--- src/rtl/intpol_run_seq.sv ---
// Run sequencer: launches the sink and then the source, waits for both completion pulses,
// and reports done, timeout or abort through registered status outputs.
module intpol_run_seq #(
   parameter int ADDR_WIDTH = 7,
   parameter int TO_WIDTH   = 16
) (
   input  logic                  clk,
   input  logic                  rstn,
   input  logic                  start_i,
   input  logic                  abort_i,
   input  logic [ADDR_WIDTH-1:0] ilen_i,
   input  logic [TO_WIDTH-1:0]   timeout_i,
   input  logic                  src_done_i,
   input  logic                  snk_done_i,
   output logic                  snk_start_o,
   output logic                  src_start_o,
   output logic [ADDR_WIDTH-1:0] snk_len_o,
   output logic                  busy_o,
   output logic                  done_o,
   output logic                  err_o,
   output logic [1:0]            err_code_o,
   output logic [7:0]            run_cnt_o
);

   typedef enum logic [2:0] {
      IDLE, LAUNCH_SNK, LAUNCH_SRC, RUN, DONE, ERR
   } state_t;

   localparam logic [1:0] CODE_NONE    = 2'b00;
   localparam logic [1:0] CODE_TIMEOUT = 2'b01;
   localparam logic [1:0] CODE_ABORT   = 2'b10;

   state_t              state, nxt;
   logic [TO_WIDTH-1:0] timeout_l, wd_cnt;
   logic                src_flg, snk_flg;
   logic                src_seen, snk_seen, fin, tmo, accept;
   logic [1:0]          code_nxt;

   always_comb begin
      nxt      = state;
      accept   = 1'b0;
      code_nxt = err_code_o;
      src_seen = src_flg | src_done_i;
      snk_seen = snk_flg | snk_done_i;
      fin      = src_seen & snk_seen;
      tmo      = (timeout_l != '0) && (wd_cnt == timeout_l);
      case (state)
         IDLE: begin
            if (start_i) begin
               accept   = 1'b1;
               code_nxt = CODE_NONE;
               nxt      = (ilen_i == '0) ? DONE : LAUNCH_SNK;
            end
         end
         LAUNCH_SNK, LAUNCH_SRC: begin
            if (abort_i) begin
               nxt      = ERR;
               code_nxt = CODE_ABORT;
            end else begin
               nxt = (state == LAUNCH_SNK) ? LAUNCH_SRC : RUN;
            end
         end
         RUN: begin
            // abort beats completion, completion beats the watchdog
            if (abort_i) begin
               nxt      = ERR;
               code_nxt = CODE_ABORT;
            end else if (fin) begin
               nxt = DONE;
            end else if (tmo) begin
               nxt      = ERR;
               code_nxt = CODE_TIMEOUT;
            end
         end
         DONE, ERR: nxt = IDLE;
         default:   nxt = IDLE;
      endcase
   end

   always_ff @(posedge clk or negedge rstn) begin
      if (!rstn) state <= IDLE;
      else       state <= nxt;
   end

   // Outputs are decoded from the next state so they are registered yet cycle-aligned with it.
   always_ff @(posedge clk or negedge rstn) begin
      if (!rstn) begin
         snk_start_o <= 1'b0;
         src_start_o <= 1'b0;
         busy_o      <= 1'b0;
         done_o      <= 1'b0;
         err_o       <= 1'b0;
         err_code_o  <= CODE_NONE;
         run_cnt_o   <= '0;
         snk_len_o   <= '0;
         timeout_l   <= '0;
         src_flg     <= 1'b0;
         snk_flg     <= 1'b0;
         wd_cnt      <= '0;
      end else begin
         snk_start_o <= (nxt == LAUNCH_SNK);
         src_start_o <= (nxt == LAUNCH_SRC);
         busy_o      <= (nxt != IDLE);
         done_o      <= (nxt == DONE);
         err_o       <= (nxt == ERR);
         err_code_o  <= code_nxt;
         if (nxt == DONE) run_cnt_o <= run_cnt_o + 8'd1;
         if (accept) begin
            snk_len_o <= ilen_i;
            timeout_l <= timeout_i;
            src_flg   <= 1'b0;
            snk_flg   <= 1'b0;
         end else if (state == LAUNCH_SRC || state == RUN) begin
            src_flg <= src_seen;
            snk_flg <= snk_seen;
         end
         if (state != RUN)         wd_cnt <= '0;
         else if (wd_cnt != '1)    wd_cnt <= wd_cnt + TO_WIDTH'(1);
      end
   end

endmodule

--- config.mk ---
export PLATFORM = sky130hd
export DESIGN_NAME = intpol_run_seq
export DESIGN_NICKNAME = d
export VERILOG_FILES = /design/src/rtl/intpol_run_seq.sv
export SDC_FILE = /design/constraint.sdc
export NUM_CORES = 1
export LEC_CHECK = 0
export CORE_MARGIN = 2
export CORE_UTILIZATION = 57
export CTS_CLUSTER_SIZE = 16
export DETAILED_ROUTE_END_ITERATION = 12
export HOLD_SLACK_MARGIN = 0.08
export PLACE_DENSITY = 0.91
export SLEW_MARGIN = 20
export SYNTH_ARGS = -nofsm -noshare
export SYNTH_HDL_FRONTEND = slang
export SYNTH_SLANG_ARGS = --single-unit
--- constraint.sdc ---
create_clock -name clk -period 3.4 [get_ports clk]
set_clock_uncertainty 0.15 [all_clocks]
set_input_delay 0.85 -clock clk [delete_from_list [all_inputs] [get_ports clk]]
set_output_delay 0.85 -clock clk [all_outputs]
set_load 0.05 [all_outputs]
; ---- Word-level counts from Yosys, hierarchy flattened
; Index checks and enable logic that the tools add are counted.
[totals]
register_bits = 59
latch_bits = 0
ramBits = 0
rom_bits = 0
output_inout_bits = 22
wordCells = 65
n_memories = 0
[classes]
n_addsub = 2
mul = 0
n_div = 0
order_cmp = 0
eq_ne = 14
shift = 0
mux = 22
bitwise = 3
n_reduce_logical = 11
[ops]
columns = operator, n
row1 = $mux W16, 2
row2 = $mux W3, 6
row3 = $add A16 B1 Y16 const B, 1
row4 = $eq A16 B16 Y1, 1
row5 = $ne A16 B16 Y1 const B, 1
row6 = $reduce_bool A16 Y1, 1
row7 = $mux W2, 5
row8 = $eq A3 B2 Y1 const B, 3
row9 = $pmux W3 S3, 1
row10 = $add A8 B1 Y8 const B, 1
row11 = $logic_not A7 Y1, 1
row12 = $mux W1, 7
row13 = $eq A3 B1 Y1 const B, 2
row14 = $eq A3 B3 Y1 const B, 2
row15 = $ne A3 B3 Y1 const B, 2
row16 = $pmux W2 S3, 1
row17 = $reduce_bool A3 Y1, 2
row18 = $reduce_and A5 Y1, 1
row19 = $ne A2 B2 Y1 const B, 2
row20 = $reduce_bool A2 Y1, 2
row21 = $logic_not A3 Y1, 1
row22 = $ne A3 B2 Y1 const B, 1
row23 = $or A1 B1 Y1, 2
row24 = $reduce_or A2 Y1, 1
row25 = other kinds (3), 3

; ---- Logic depth before layout (Yosys ltp)
[depth]
depth_word = 7
depth_mapped = 7
ltp_nobuf = 6

; ---- Worst setup path before layout
; Ideal clock, no wire load.
[synth_path]
path_kind = input port to flip-flop
start = input ilen_i[2]
end = register run_cnt_o[1]
setup_ns = 0.128
t_arrival_ns = 2.330
t_required_ns = 3.122
setup_slack_ns = 0.792
stages = 5
path_cell_list = nor4_1 a21boi_2 a311oi_4 nor2b_4 mux2_1
[synth_via]
elab_chain_len = 5
[synth_lines]
columns = item, line
row1 = start: declaration, 11  ; input logic [ADDR_WIDTH-1:0] ilen_i,
row2 = $logic_not A7 Y1, 52  ; nxt = (ilen_i == '0) ? DONE : LAUNCH_SNK;
row3 = $mux W3, 52
row4 = $mux W3, 49  ; if (start_i) begin
row5 = $pmux W3 S3, 47  ; case (state)
row6 = $eq A3 B3 Y1, 107  ; if (nxt == DONE) run_cnt_o <= run_cnt_o + 8'd1;
row7 = end signal: assignment, 107
row8 = end: declaration, 22  ; output logic [7:0] run_cnt_o
; Every way passes these cells.
; A chain may end at the register's enable or synchronous reset.

; ---- Worst setup path in the final report
[layout_path]
start = input ilen_i[5]
end = register run_cnt_o[1]
; The elaborated chain is that of the path after synthesis.

==> flow_summary.toml <==
[placement]
io_buffers = 50
globalplace.congestion = 0.835
hpwl_mm = 4.49

[setup_path]
crit_path_end_kind = "flip-flop"
crit_arrival_ps = 3090
cp-startpoint = "ilen_i[5]"
r2r_slack_ps = 890
worstPathMaxFanout = 7
startpoint_type = "primary input"
timing.rr.end = "wd_cnt[15]$_DFFE_PN0P_"
r2r_cells = 7
crit_path_end = "run_cnt_o[1]$_DFFE_PN0N_"
path_class = "primary input to flip-flop"
timing.rr.start = "wd_cnt[0]$_DFFE_PN0P_"
worstPathRequired_ps = 3470

[drt]
drc = 0
ant_nets = 0
routed_wl_mm = 6.05
dr.pass1.iters = 4
routed_via_density = 5.72
via_count = 2208
drtIter0Drc = 101
routedWlPerCell_um = 15.7

[die]
coreArea_um2 = 4820
fp.dieH_um = 75.4
rows = 25
die-area_um2 = 5680
die_w_um = 75.4
initial_core_util_pct = 60.3
pin_count = 51

[clocking]
clkTransAtPathRegs_ps = 70
cts_buffers = 9
clk_latency_ps = 340
post_cts_resized = 0
clock-root-buffer = "clkbuf_8"
cts_tree = "built"
cts_buffer_depth = 2
cts_hold_buf = 0
h-tree-depth = 3
post_cts_buffers = 0
cts_sinks = 59

[synth]
syn_inst = 261
async_reset_ff_share_pct = 100
seq_area_frac_synth_pct = 50.8
yosysUniqueCellTypes = 41
syn_area_um2 = 2900
synthFlopType = "dfrtp_1"
synth_edf_count = 0
synth_area_per_cell_um2 = 11.1
synth_nets = 292
synth_warnings = 0
synth.ff_latch_count = 59

[pwr]
p_per_area_nw_per_um2 = 867
p_leak_nw = 1.53
ir_worst_vdd_mv = 0.477

[final_layout]
final_core_util_pct = 77.7
final_nets = 345
num_antenna_cells = 0
layout-drive-gt1-share_pct = 16.6
area_growth_pct = 28.9

[hold_path]
hp-class = "flip-flop to flip-flop"
holdPathStages = 1

[timing]
fmax_mhz = 331
rsz0062_at_grt = "no"
fin_crit_sh_pct = 88.8
worst_pin_slew_ps = 893
fin_crit_ps = 3020
tns_ps = 0
hold_viol_final = 0
max_slew_margin_pct = 39.9
setup_viol = 0
drv_slew = 0

[global_route]
grt_first_pass_wirelength_mm = 9.98
antenna_found_initial = 0
grt_max_degree = 33
grt.overflow.total = 0
grt_pass1_vias = 2057
grt_util_all_layers_pct = 24.3

[run_status]
status = "completed"

[run]
maxCapViolations = 0
cells in the final DEF, fill, tap and decap left out, drive strengths merged, types with 3 or more instances in the layout:
| master | count |
|---|---|
| dfrtp | 59 |
| clkdlybuf4s50 | 49 |
| xnor2 | 26 |
| mux2 | 24 |
| nor2 | 20 |
| nand3 | 13 |
| a21oi | 12 |
| clkbuf | 12 |
| nand2 | 11 |
| xor2 | 9 |
| nor4 | 8 |
| nand4 | 8 |
| o21ai | 8 |
| a211oi | 6 |
| buf | 6 |
| nor2b | 5 |
| and3 | 4 |
| nor3 | 4 |
| inv | 3 |
| bufinv | 3 |
critical path, stage by stage:
cell	delay, ps
clkdlybuf4s50_1	440
nor4_1	610
a21boi_2	180
a311oi_4	420
nor2b_4	250
mux2_1	330
cell usage after synthesis (3+ instances only):
library cell	count	area share [%]
xnor2_1	26	7.8
clkbuf_1	11	1.4
a21oi_1	12	2.1
nor4_1	8	1.7
nor2_1	20	2.6
a211oi_1	6	1.6
and3_1	4	0.86
dfrtp_1	59	51
nor2b_1	4	0.86
inv_1	3	0.39
nand2_1	11	1.4
xor2_1	9	2.7
mux2_2	23	8.9
nand3_1	12	2.1
nand4_1	8	1.7
nor3_1	4	0.69
o21ai_0	7	1.2
power by group:
| group | switching [mW] | total (mW) | internal, mW | leakage [nW] |
|---|---|---|---|---|
| combinational | 0.695 | 1.26 | 0.563 | 0.644 |
| clock | 0.269 | 0.814 | 0.546 | 0.133 |
| sequential | 0.239 | 1.17 | 0.933 | 0.752 |
sequential cells by signal, indices dropped and copies added (netlist names):
name,flops
state,3
run_cnt_o,8
err_code_o,2
snk_flg,1
snk_start_o,1
err_o,1
done_o,1
src_flg,1
busy_o,1
snk_len_o,7
wd_cnt,16
timeout_l,16
src_start_o,1
area by class of cell:
cell class	instances	area, um^2
Sequential cell	59	1480
Clock inverter	4	95.1
Inverter	3	11.3
Timing Repair Buffer	55	546
Multi-Input combinational cell	186	1370
Fill cell	336	1070
Tap cell	67	83.8
Clock buffer	12	165
how the worst min path moves through the flow:
stage,start,to
detailed placement,run_cnt_o[7]$_DFFE_PN0N_,run_cnt_o[7]$_DFFE_PN0N_
global placement,run_cnt_o[7]$_DFFE_PN0N_,run_cnt_o[7]$_DFFE_PN0N_
floorplan,snk_flg$_DFFE_PN0P_,snk_flg$_DFFE_PN0P_
finish,run_cnt_o[7]$_DFFE_PN0N_,run_cnt_o[7]$_DFFE_PN0N_
global route,run_cnt_o[7]$_DFFE_PN0N_,run_cnt_o[7]$_DFFE_PN0N_
CTS,run_cnt_o[7]$_DFFE_PN0N_,run_cnt_o[7]$_DFFE_PN0N_
metal layers:
layer / routed length (um) / vias to the layer above / global-route usage [%]
li1: - / 1040 / -
met5: 0 / - / 0
met4: 121 / 0 / 12.7
met1: 2630 / 1072 / 32.4
met2: 2940 / 83 / 37.6
met3: 358 / 13 / 5.16
cell families (layout without fill, tap and decap cells):
group                      Yosys count  in the layout  share of synthesized area (%)
adders and majority gates            2              2                          0.862
AOI/OAI and AO/OA                   36             36                           8.53
buffers and inverters               16             74                           2.15
muxes                               25             25                           9.65
DFF                                 59             59                           50.8
xor gates and xnor gates            35             35                           10.6
and+or+nand+nor                     88             88                           17.4
per-stage QoR:
stage          setup slack [ps]  hold WS (ps)  std cells  power (mW)  area [um^2]
2_1_floorplan               792           313        261        2.03         2900
3_3_place_gp                209           312        370        2.39         3480
3_5_place_dp               69.6           321        370        2.45         3480
4_1_cts                     367           330        386        3.27         3740
5_1_grt                     215           347        386        3.41         3740
6_report                    382           324        386        3.24         3740
Power figures use the tool's default switching activity.
